### src/rtl/ti_share_decoder_pkg.sv
// ti_share_decoder_pkg: shared TI constants and decoder state enumeration
package ti_share_decoder_pkg;
  localparam int NIBBLE_W = 4;
  localparam int SHARES = 3;
  typedef enum logic {COLLECT, OUTPUT} state_t;
endpackage

### src/rtl/ti_share_xor3.sv
// ti_share_xor3: stage A share registers (glitch barrier) followed by 3-share XOR recombination; ports clk, rst, en (beat accepted), sh0..sh2 (shares), valid (stage A holds a beat), nib (recombined nibble)
module ti_share_xor3
  import ti_share_decoder_pkg::*;
(
  input  logic                clk,
  input  logic                rst,
  input  logic                en,
  input  logic [NIBBLE_W-1:0] sh0,
  input  logic [NIBBLE_W-1:0] sh1,
  input  logic [NIBBLE_W-1:0] sh2,
  output logic                valid,
  output logic [NIBBLE_W-1:0] nib
);
  logic [NIBBLE_W-1:0] r0, r1, r2;
  always_ff @(posedge clk or posedge rst) begin
    if (rst) begin
      r0 <= '0;
      r1 <= '0;
      r2 <= '0;
      valid <= 1'b0;
    end else begin
      r0 <= en ? sh0 : '0;
      r1 <= en ? sh1 : '0;
      r2 <= en ? sh2 : '0;
      valid <= en;
    end
  end
  assign nib = r0 ^ r1 ^ r2;
endmodule

### src/rtl/ti_share_decoder.sv
// ti_share_decoder: collects NIBBLES masked share beats, unmasks each nibble and emits one packed word; ports clk, rst, s_valid/s_ready/s_sh0..2 (share beats in), m_valid/m_ready/m_data (word out), busy
module ti_share_decoder #(
  parameter int NIBBLES = 16,
  parameter int SHARES  = 3
) (
  input  logic               clk,
  input  logic               rst,
  input  logic               s_valid,
  output logic               s_ready,
  input  logic [3:0]         s_sh0,
  input  logic [3:0]         s_sh1,
  input  logic [3:0]         s_sh2,
  output logic               m_valid,
  input  logic               m_ready,
  output logic [4*NIBBLES-1:0] m_data,
  output logic               busy
);
  import ti_share_decoder_pkg::NIBBLE_W;
  import ti_share_decoder_pkg::state_t;
  import ti_share_decoder_pkg::COLLECT;
  import ti_share_decoder_pkg::OUTPUT;
  localparam int CW = $clog2(NIBBLES + 1);
  state_t state, state_n;
  logic [CW-1:0] cnt;
  logic [NIBBLE_W*NIBBLES-1:0] acc;
  logic a_v, b_v, b_last, take, give;
  logic [NIBBLE_W-1:0] nib;
  assign m_valid = state == OUTPUT;
  assign s_ready = state == COLLECT && cnt < CW'(NIBBLES);
  assign take = s_valid && s_ready;
  assign give = m_valid && m_ready;
  assign m_data = acc;
  assign busy = cnt != '0 || a_v || b_v || m_valid;
  if (SHARES == 3) begin : g_xor
    ti_share_xor3 u_xor3 (
      .clk(clk),
      .rst(rst),
      .en(take),
      .sh0(s_sh0),
      .sh1(s_sh1),
      .sh2(s_sh2),
      .valid(a_v),
      .nib(nib)
    );
  end else begin : g_none
    assign a_v = 1'b0;
    assign nib = '0;
  end
  always_ff @(posedge clk or posedge rst) begin
    if (rst) state <= COLLECT;
    else state <= state_n;
  end
  always_comb begin
    state_n = state;
    state_n = state == COLLECT ? (b_last ? OUTPUT : COLLECT) : (m_ready ? COLLECT : OUTPUT);
  end
  // The stage-A beat was counted on its accept edge, so its slot is cnt-1 here;
  // a beat accepted on this same edge only bumps cnt afterwards.
  always_ff @(posedge clk or posedge rst) begin
    if (rst) begin
      cnt <= '0;
      acc <= '0;
      b_v <= 1'b0;
      b_last <= 1'b0;
    end else begin
      b_v <= a_v;
      b_last <= a_v && cnt == CW'(NIBBLES);
      if (give) begin
        cnt <= '0;
        acc <= '0;
      end else begin
        if (take) cnt <= cnt + 1'b1;
        for (int i = 0; i < NIBBLES; i++)
          if (a_v && cnt == CW'(i + 1)) acc[NIBBLE_W*i +: NIBBLE_W] <= nib;
      end
    end
  end
endmodule

### config.mk
export PLATFORM = sky130hd
export DESIGN_NAME = ti_share_decoder
export DESIGN_NICKNAME = d
export VERILOG_FILES = /design/src/rtl/ti_share_decoder_pkg.sv /design/src/rtl/ti_share_xor3.sv /design/src/rtl/ti_share_decoder.sv
export SDC_FILE = /design/constraint.sdc
export NUM_CORES = 1
export LEC_CHECK = 0
export ABC_AREA = 1
export CAP_MARGIN = 10
export CORE_MARGIN = 2
export CORE_UTILIZATION = 50
export CTS_CLUSTER_DIAMETER = 80
export DETAILED_ROUTE_END_ITERATION = 16
export GPL_TIMING_DRIVEN = 1
export PLACE_DENSITY = 0.83
export SYNTH_ARGS = -nofsm -noshare
export SYNTH_HDL_FRONTEND = slang
export SYNTH_HIERARCHICAL = 1
export SYNTH_SLANG_ARGS = --single-unit
### constraint.sdc
create_clock -name clk -period 2.9 [get_ports clk]
set_clock_uncertainty 0.15 [all_clocks]
set_input_delay 0.58 -clock clk [delete_from_list [all_inputs] [get_ports clk]]
set_output_delay 0.58 -clock clk [all_outputs]
set_load 0.01 [all_outputs]
==> key figures, run 1 <==
Routing
  • Routed WL: 8.54 mm
  • Detailed-router iteration count before antenna repair: 4
  • Vias post-DR: 3151
  • Routed Antenna Nets: 0
  • Iter 0 DRT Violations: 232
  • Drt via density: 5.10
  • Drt wl/cell: 13.8 um
  • # DRC: 0

Setup path
  • Reg2Reg Depth: 5
  • Slowest CP cell: clkdlybuf4s50_1
  • Kind of critical path: flop to primary output
  • Setup crit end: busy
  • Worst R2R End: m_data[61]
  • Worst EP arrival: 2.02 ns
  • Delay-heaviest family, CP: buffers and inverters
  • Most used cell, CP: inv_1
  • CP cell instances: inv_1, ha_1, inv_1, nor3_2, nand3_1, clkdlybuf4s50_1
  • Reg2reg setup slack: 1.09 ns
  • WP buf/inv: 3
  • R2r startpoint: m_valid
  • Crit path required time: 2.17 ns
  • Worst path depth: 6
  • Startpoint types: flop
  • Crit. Startpoint: cnt[0]
  • Setup crit end kind: primary output
  • Crit-path max FO: 4
  • Crit-path max cell delay: 0.51 ns

Global routing
  • GRT Total Usage: 0.226
  • First-pass GRT wire length: 13.8 mm
  • Largest net degree at the start of global routing: 65
  • Vias in the first global route: 3025
  • Antenna violations before repair: 0
  • GRT overflow: 0

Run status
  • Outcome: complete, no violations

Placement
  • I/O Buffers: 82
  • Area after DPL: 4580 um2
  • DP HPWL: 6.09 mm
  • RD Place Congestion: 0.817

Pwr
  • Tot Pwr: 2.12 mW
  • Leakage power: 2.58 nW
  • Power Density: 442 nW/um2
  • Max VDD drop: 0.257 mV

Clocking
  • Setup Buffers After CTS: 0
  • Clock Sinks: 85
  • TritonCTS clock tree: built
  • Max clock buf depth: 2
  • Cts bufs inserted: 9
  • H-Tree Depth: 3
  • Post-cts hold buffer count: 0
  • Post_cts resized: 0
  • Clk Latency, worst-skew pair: 0.35 ns
  • Worst-path clk slew: 0.08 ns
  • Clk Tree Root Cell: clkbuf_8

Synth
  • Mean area per synthesized cell: 8.51 um2
  • Area fraction of the dominant cell type after synthesis: 0.580
  • Ys async rst share: 1.00
  • Seq cells post-synth: 85
  • Synth Flop Type: dfrtp_1
  • Synth area leader: dfrtp_1
  • Synth cell count leaders: 162 x nand2_1, 85 x dfrtp_1, 78 x nand3_1
  • Cell with the most instances after synthesis: nand2_1
  • Synthesized net count: 452
  • Synth warn: 6
  • Gate Count Post-Synth: 431
  • Top post-synthesis cells by area: dfrtp_1 58%, nand2_1 17%, nand3_1 11%
  • Post-synth EDFFs: 0
  • Cell Area, Synth: 3670 um2
  • Cell variety after synth: 19
  • Sequential share of the synthesized area: 0.580

STA
  • Min cycle time layout: 2.75 ns
  • Max Slew Vio Count: 0
  • Max-slew headroom: 0.624
  • Final setup fails: 0
  • Unrepaired setup endpoints after global routing: false
  • Fin. Hold Viols: 0
  • Setup_tns: 0 ns
  • F_max: 0.364 GHz
  • Actual slew at the worst max-slew pin: 0.563 ns
  • Final worst-path cycle share: 0.947

Floorplanning
  • Die width: 89.7 um
  • Area of the core: 7180 um2
  • Site Rows: 31
  • IO Pins: 83
  • DIE AREA: 8040 um2
  • Initial Util: 0.511
  • Die height: 89.7 um

Worst hold path
  • Tightest Hold Check Type: flop to flop

Cells and area
  • Share of cells above drive strength 1: 0.0694
  • Final Net Count: 535
  • Syn-to-layout area delta: 30.7%
  • Inserted Diodes: 0
  • Fin area: 4800 um2

Flow run
  • Max-cap violations: 0
[how the worst min path moves through the flow]
stage | endpoint | cells past startpoint | startpoint
after floorplan | m_valid | 1 | b_last
after global placement | m_valid | 1 | b_last
after detailed placement | m_valid | 1 | b_last
after CTS | m_valid | 1 | b_last
after global routing | m_valid | 1 | b_last
final | m_valid | 1 | b_last
[power by group]
part           switching [mW]  internal, mW  leakage (nW)
clock network           0.404         0.485         0.110
registers                   0          1.18          1.17
logic                  0.0259        0.0214          1.30
total                   0.430          1.69          2.58
[worst register-to-register path, cell delays in order, from the launching register on]
cell,delay [ns]
dfrtp_1,0.47
nand2_2,0.28
nand2_1,0.18
inv_1,0.46
nand2_1,0.13
nand2_1,0.09
[cell usage in the layout, fill, tap and decap left out]
| cell type | netlist | final |
|---|---|---|
| nand2_1 | 162 | 161 |
| dfrtp_1 | 85 | 85 |
| clkdlybuf4s50_1 | 0 | 82 |
| nand3_1 | 78 | 78 |
| inv_1 | 46 | 45 |
| o21ai_0 | 15 | 15 |
| clkbuf_8 | 0 | 9 |
| inv_2 | 7 | 8 |
| nor2_1 | 7 | 7 |
| ha_1 | 5 | 5 |
| nor2_2 | 3 | 3 |
| nand2_2 | 2 | 3 |
| nor2_4 | 2 | 2 |
| clkinv_2 | 0 | 2 |
| clkinv_4 | 0 | 2 |
| bufinv_16 | 0 | 2 |
| buf_4 | 5 | 2 |
| buf_12 | 0 | 2 |
| nor3_2 | 0 | 1 |
| o22ai_1 | 1 | 1 |
| o21a_1 | 1 | 1 |
| xor2_1 | 1 | 1 |
| a21oi_1 | 1 | 1 |
| clkbuf_1 | 0 | 1 |
[logic make-up (layout without fill, tap and decap cells)]
group | count (synthesis) | count (layout) | share of synthesized area
xor gates and xnor gates | 1 | 1 | 0.00239
and+or+nand+nor | 255 | 255 | 0.295
adders and majority gates | 5 | 5 | 0.0170
DFF | 85 | 85 | 0.580
AOI/OAI and AO/OA | 18 | 18 | 0.0256
buffers and inverters | 67 | 155 | 0.0801
[area by class of cell]
cell class                      count  area [um2]
Multi-Input combinational cell    279        1260
Clock inverter                      6        87.6
Sequential cell                    85        2130
Clock buffer                       10         128
Fill cell                         572        2380
Timing Repair Buffer               86         876
Inverter                           53         199
Tap cell                           99         124
[sequential cells by signal, summed over array words and instances (netlist names)]
signal              cells
g_xor.u_xor3/valid      1
cnt                     5
g_xor.u_xor3/r1         4
g_xor.u_xor3/r0         4
m_valid                 1
b_last                  1
g_xor.u_xor3/r2         4
b_v                     1
m_data                 64
[layer usage]
metal,GRT usage,part of all wire,vias up
li1,-,-,1513
met1,0.287,0.42,1497
met2,0.386,0.50,125
met3,0.0366,0.058,16
met4,0.0923,0.019,0
met5,0,0,-
[through the flow]
stage	hold slack, ns	utilization	setup slack (ns)	instances
6_report	0.310	0.669	0.154	618
5_1_grt	0.340	0.669	0.0452	618
4_1_cts	0.319	0.668	0.134	618
3_5_place_dp	0.293	0.638	0.530	602
3_3_place_gp	0.283	0.638	0.570	602
2_1_floorplan	0.278	-	0.345	431
Note: power is estimated with default switching activity, not from simulation.
==> run 2, diff against run 1 <==
--- a/config.mk
+++ b/config.mk
@@ -5,14 +5,14 @@
 export SDC_FILE = /design/constraint.sdc
 export NUM_CORES = 1
 export LEC_CHECK = 0
-export ABC_AREA = 1
+export ABC_AREA = 0
 export CAP_MARGIN = 10
 export CORE_MARGIN = 2
 export CORE_UTILIZATION = 50
 export CTS_CLUSTER_DIAMETER = 80
 export DETAILED_ROUTE_END_ITERATION = 16
 export GPL_TIMING_DRIVEN = 1
-export PLACE_DENSITY = 0.83
+export PLACE_DENSITY = 0.82
 export SYNTH_ARGS = -nofsm -noshare
 export SYNTH_HDL_FRONTEND = slang
 export SYNTH_HIERARCHICAL = 1
==> key figures, run 2 <==
Run status
  • Outcome: complete, no violations

Setup path
  • Crit path required time: 2.17 ns
  • Slowest CP cell: clkdlybuf4s50_1
  • Worst R2R End: m_data[9]
  • Reg2Reg Depth: 3
  • Setup crit end: busy
  • Crit-path max cell delay: 0.50 ns
  • Worst EP arrival: 1.92 ns
  • CP cell instances: inv_1, ha_1, nor2b_1, nand3_1, clkdlybuf4s50_1
  • Crit. Startpoint: cnt[0]
  • Setup crit end kind: primary output
  • R2r startpoint: g_xor.u_xor3/r0[1]
  • Reg2reg setup slack: 1.07 ns
  • Startpoint types: flop
  • Kind of critical path: flop to primary output
  • Crit-path max FO: 5

Clocking
  • Setup Buffers After CTS: 0
  • Clk Latency, worst-skew pair: 0.34 ns
  • H-Tree Depth: 3
  • Worst-path clk slew: 0.08 ns
  • Clk Tree Root Cell: clkbuf_8
  • Max clock buf depth: 2
  • Post-cts hold buffer count: 0
  • Cts bufs inserted: 9
  • Clock Sinks: 85
  • Post_cts resized: 0
  • TritonCTS clock tree: built

Cells and area
  • Commonest cells after routing, fill and taps aside: 85 x dfrtp_1, 82 x clkdlybuf4s50_1, 72 x nand2_1
  • Fin area: 4870 um2
  • Final Net Count: 410
  • Share of cells above drive strength 1: 0.0888
  • Commonest non-fill, non-tap cell in the layout: dfrtp_1
  • Syn-to-layout area delta: 30.2%
  • Largest register FFs: 64
  • Inserted Diodes: 0

STA
  • Unrepaired setup endpoints after global routing: false
  • Worst hold slack: 0.361 ns
  • Setup ws final: 0.250 ns
  • Final setup fails: 0
  • Min cycle time layout: 2.65 ns
  • Max-slew headroom: 0.505
  • Fin. Hold Viols: 0
  • F_max: 0.377 GHz
  • Max Slew Vio Count: 0
  • Setup_tns: 0 ns
  • Actual slew at the worst max-slew pin: 0.741 ns
  • Final worst-path cycle share: 0.914

Global routing
  • First-pass GRT wire length: 13.6 mm
  • Antenna violations before repair: 0
  • GRT Total Usage: 0.212
  • Largest net degree at the start of global routing: 73
  • GRT overflow: 0
  • Vias in the first global route: 2611

Synth
  • Synth cell count leaders: 85 x dfrtp_1, 73 x nand2_1, 64 x mux2i_1
  • Synth warn: 6
  • Sequential share of the synthesized area: 0.569
  • Synth Flop Type: dfrtp_1
  • Cell with the most instances after synthesis: dfrtp_1
  • Mean area per synthesized cell: 12.1 um2
  • Cell variety after synth: 27
  • Gate Count Post-Synth: 310
  • Seq cells post-synth: 85
  • Area fraction of the dominant cell type after synthesis: 0.569
  • Post-synth EDFFs: 0
  • Cell Area, Synth: 3740 um2
  • Synth area leader: dfrtp_1
  • Ys async rst share: 1.00
  • Synthesized net count: 331
  • Top post-synthesis cells by area: dfrtp_1 57%, mux2i_1 17%, nand2_1 7.3%

Placement
  • Pre-CTS setup slack: 0.593 ns
  • Area after DPL: 4610 um2
  • DP HPWL: 5.47 mm
  • I/O Buffers: 82
  • RD Place Congestion: 0.766

Floorplanning
  • Initial Util: 0.516
  • Die width: 90.5 um
  • Site Rows: 31
  • Area of the core: 7250 um2
  • DIE AREA: 8190 um2
  • Die height: 90.5 um
  • IO Pins: 83

Flow run
  • Max-cap violations: 0

Routing
  • Routed Antenna Nets: 0
  • Vias post-DR: 2524
  • Drt via density: 5.12
  • # DRC: 0
  • Iter 0 DRT Violations: 149
  • Drt wl/cell: 16.4 um
  • Detailed-router iteration count before antenna repair: 4
  • Routed WL: 8.10 mm

Worst hold path
  • Tightest Hold Check Type: flop to flop

Pwr
  • Leakage power: 2.51 nW
  • Power Density: 987 nW/um2
  • Max VDD drop: 0.526 mV
[run 2: changes by cell type after synthesis, sizes merged, moves of 7 or more]
| cell | before | now |
|---|---|---|
| nand2 | 164 | 73 |
| mux2i | 0 | 64 |
| nand3 | 78 | 18 |
| inv | 53 | 8 |
| o21ai | 15 | 0 |
| and2 | 0 | 14 |
| nor2 | 12 | 5 |
[run 2: worst min path at each step]
| stage | from | endpoint | slack, ns | cells after the start |
|---|---|---|---|---|
| floorplan | rst | g_xor.u_xor3/r0[0] | 0.31 | 1 |
| global placement | b_last | m_valid | 0.33 | 2 |
| detailed placement | b_last | m_valid | 0.35 | 2 |
| CTS | b_last | m_valid | 0.36 | 2 |
| global route | b_last | m_valid | 0.40 | 2 |
| finish | b_last | m_valid | 0.36 | 2 |
[run 2: critical path: cells and delay by family, from the launching register on]
| kind | cells | cell delay [ns] |
|---|---|---|
| and+or+nand+nor | 2 | 0.39 |
| DFF | 1 | 0.44 |
| buffers and inverters | 2 | 0.61 |
| adders and majority gates | 1 | 0.16 |
[run 2: logic make-up after synthesis]
group	Yosys count	synth area share
fa+ha+maj	5	0.0167
simple gates	120	0.169
xor+xnor	5	0.0278
buf+inv	26	0.0398
mux	64	0.171
compound gates	5	0.00669
flops	85	0.569
[run 2: report_power, final]
group,switching [mW],leakage [nW],internal [mW]
Combinational,0.855,1.24,0.987
Sequential,0.311,1.14,1.61
Clock,0.418,0.126,0.621
[run 2: area by class of cell]
type / instances / area, um2
clock buffer: 11 / 151
clock inverter: 5 / 106
fill: 593 / 2380
inverter: 8 / 30.0
multi-input combinational: 199 / 1470
sequential: 85 / 2130
tap: 99 / 124
timing repair buffer: 86 / 863
[run 2: through the flow]
| stage | util | std cells | power, mW |
|---|---|---|---|
| global placement | 0.636 | 477 | 3.73 |
| finish | 0.671 | 493 | 4.81 |
| global route | 0.671 | 493 | 5.10 |
| detailed placement | 0.636 | 477 | 3.80 |
| CTS | 0.671 | 493 | 4.85 |
| floorplan | - | 310 | 2.80 |
[run 2: metal layers]
layer | vias up | GRT usage | routed length, um
met5 | - | 0 | 0
met4 | 0 | 0.0731 | 123
met3 | 9 | 0.0301 | 382
met2 | 72 | 0.364 | 4150
met1 | 1264 | 0.277 | 3440
li1 | 1179 | - | -
==> run 3, diff against run 2 <==
==> constraint.sdc (replaced) <==
create_clock -name clk -period 2.6 [get_ports clk]
set_clock_uncertainty 0.15 [all_clocks]
set_input_delay 0.52 -clock clk [delete_from_list [all_inputs] [get_ports clk]]
set_output_delay 0.52 -clock clk [all_outputs]
set_load 0.01 [all_outputs]
==> key figures, run 3 (synthesized netlist as in run 2, its figures left out) <==
Cells and area
  • Final Non-Filler Cells: 497
  • Fillers: 583
  • Syn-to-layout area delta: 30.2%
  • Inserted Diodes: 0
  • Commonest cells after routing, fill and taps aside: 84 x dfrtp_1, 82 x clkdlybuf4s50_1, 72 x nand2_1
  • Share of cells above drive strength 1: 0.103
  • Largest register FFs: 64
  • Commonest non-fill, non-tap cell in the layout: dfrtp_1
  • Finished Core Util: 0.671
  • Final Net Count: 414

STA
  • Unrepaired setup endpoints after global routing: false
  • Max-slew headroom: 0.581
  • Actual slew at the worst max-slew pin: 0.628 ns
  • F_max: 0.397 GHz
  • Worst hold slack: 0.334 ns
  • Max Slew Vio Count: 0
  • Setup_tns: 0 ns
  • Min cycle time layout: 2.52 ns
  • Final setup fails: 0
  • Fin. Hold Viols: 0
  • Final worst-path cycle share: 0.969

Pwr
  • Power Density: 1070 nW/um2
  • Max VDD drop: 0.553 mV
  • Sequential share of power: 0.410
  • Switching share of total power: 0.343
  • Leakage power: 2.51 nW
  • Internal: 3.43 mW
  • Tot Pwr: 5.21 mW
  • Clock Power Share: 0.184
  • Sw power: 1.79 mW
  • Logic pwr share: 0.406

Clocking
  • Clock Sinks: 85
  • Setup Buffers After CTS: 0
  • Cts bufs inserted: 9
  • H-Tree Depth: 3
  • TritonCTS clock tree: built
  • Clk Latency, worst-skew pair: 0.36 ns
  • Clk Tree Root Cell: clkbuf_8
  • Max clock buf depth: 2
  • Worst-path clk slew: 0.09 ns

Floorplanning
  • Die height: 90.5 um
  • DIE AREA: 8190 um2
  • Area of the core: 7250 um2
  • Die width: 90.5 um
  • Site Rows: 31
  • IO Pins: 83
  • Initial Util: 0.516

Run status
  • Outcome: complete, no violations

Routing
  • Detailed-router iteration count before antenna repair: 4
  • Vias post-DR: 2501
  • Routed Antenna Nets: 0
  • Drt wl/cell: 15.9 um
  • # DRC: 0
  • Drt via density: 5.03
  • Iter 0 DRT Violations: 117
  • Routed WL: 7.90 mm

Global routing
  • GRT overflow: 0
  • Vias in the first global route: 2607
  • Largest net degree at the start of global routing: 73
  • First-pass GRT wire length: 13.4 mm
  • Met3 Resource Use GR: 0.0426
  • Met1 GRT Util: 0.264
  • Grt met2 use: 0.356
  • Most Crowded Layer GR: met2
  • Antenna violations before repair: 0
  • GRT Total Usage: 0.211

Setup path
  • Delay-heaviest family, CP: buffers and inverters
  • CP cell instances: inv_1, ha_1, nor2b_4, nand3_1, clkdlybuf4s50_1
  • Crit-path max FO: 5
  • Kind of critical path: flop to primary output
  • Setup crit end kind: primary output
  • Crit-path max cell delay: 0.55 ns
  • WP buf/inv: 2
  • Crit path required time: 1.93 ns
  • Startpoint types: flop
  • Slowest CP cell: clkdlybuf4s50_1
  • Worst EP arrival: 1.85 ns

Placement
  • I/O Buffers: 82
  • RD Place Congestion: 0.769
  • DP HPWL: 5.51 mm
  • Placed insts: 481

Worst hold path
  • Tightest Hold Check Type: flop to flop

Flow run
  • Max-cap violations: 0
[run 3: changes by cell type in the layout (fill, tap and decap cells not counted), sizes merged]
cell,delta
inv,+1
clkbuf,-1
clkinvlp,+2
bufinv,-2
buf,+4
[run 3: cell type report]
| cell class | instances | area (um2) | area share |
|---|---|---|---|
| timing repair buffer | 90 | 906 | 0.186 |
| clock inverter | 6 | 70.1 | 0.0144 |
| inverter | 8 | 30.0 | 0.00617 |
| clock buffer | 10 | 138 | 0.0283 |
| sequential | 85 | 2130 | 0.437 |
| tap | 99 | 124 | 0.0254 |
| multi-input combinational | 199 | 1470 | 0.303 |
[run 3: final timing paths]
kind                       startpoint                 end  slack (ns)  cells after the start
min in group asynchronous         rst  g_xor.u_xor3/r0[1]        0.38                      2
hold / removal                 b_last             m_valid        0.33                      2
max in group asynchronous         rst              cnt[0]        1.53                      3
hold reg to reg                b_last             m_valid        0.33                      2
setup / recovery               cnt[1]                busy        0.08                      5
setup reg to reg              m_valid          m_data[43]        0.82                      4
[run 3: tightest hold or removal path: cells and delay by family (launching register included)]
kind / cells / cell delay (ns)
multiplexers: 1 / 0.05
flip-flops: 1 / 0.37
buffers and inverters: 1 / 0.05
[run 3: per-stage QoR]
stage | cell area, um2 | worst slack (ns)
2_1_floorplan | 3740 | 0.105
3_3_place_gp | 4650 | 0.397
3_5_place_dp | 4650 | 0.346
4_1_cts | 4860 | 0.0389
5_1_grt | 4870 | 0.0256
6_report | 4870 | 0.0800
[run 3: timing repair]
item,in CTS,in global routing
hold buffers,0,0
endpoints found under the setup margin,1,1
cloned,0,0
gates resized for setup,2,1
pin swaps,0,0
[run 3: per-layer routing]
| metal | vias to the layer above | wire length (um) |
|---|---|---|
| met5 | - | 0 |
| met4 | 0 | 126 |
| met3 | 9 | 247 |
| met2 | 48 | 4040 |
| met1 | 1264 | 3480 |
| li1 | 1180 | - |
[run 3: power by group through the flow]
stage | Sequential (mW) | Combinational (mW) | Clock (mW)
2_1_floorplan | 2.28 | 0.846 | 0
3_3_place_gp | 2.13 | 2.08 | 0
3_5_place_dp | 2.16 | 2.13 | 0
4_1_cts | 2.14 | 2.15 | 0.978
5_1_grt | 2.21 | 2.30 | 1.03
6_report | 2.14 | 2.12 | 0.960
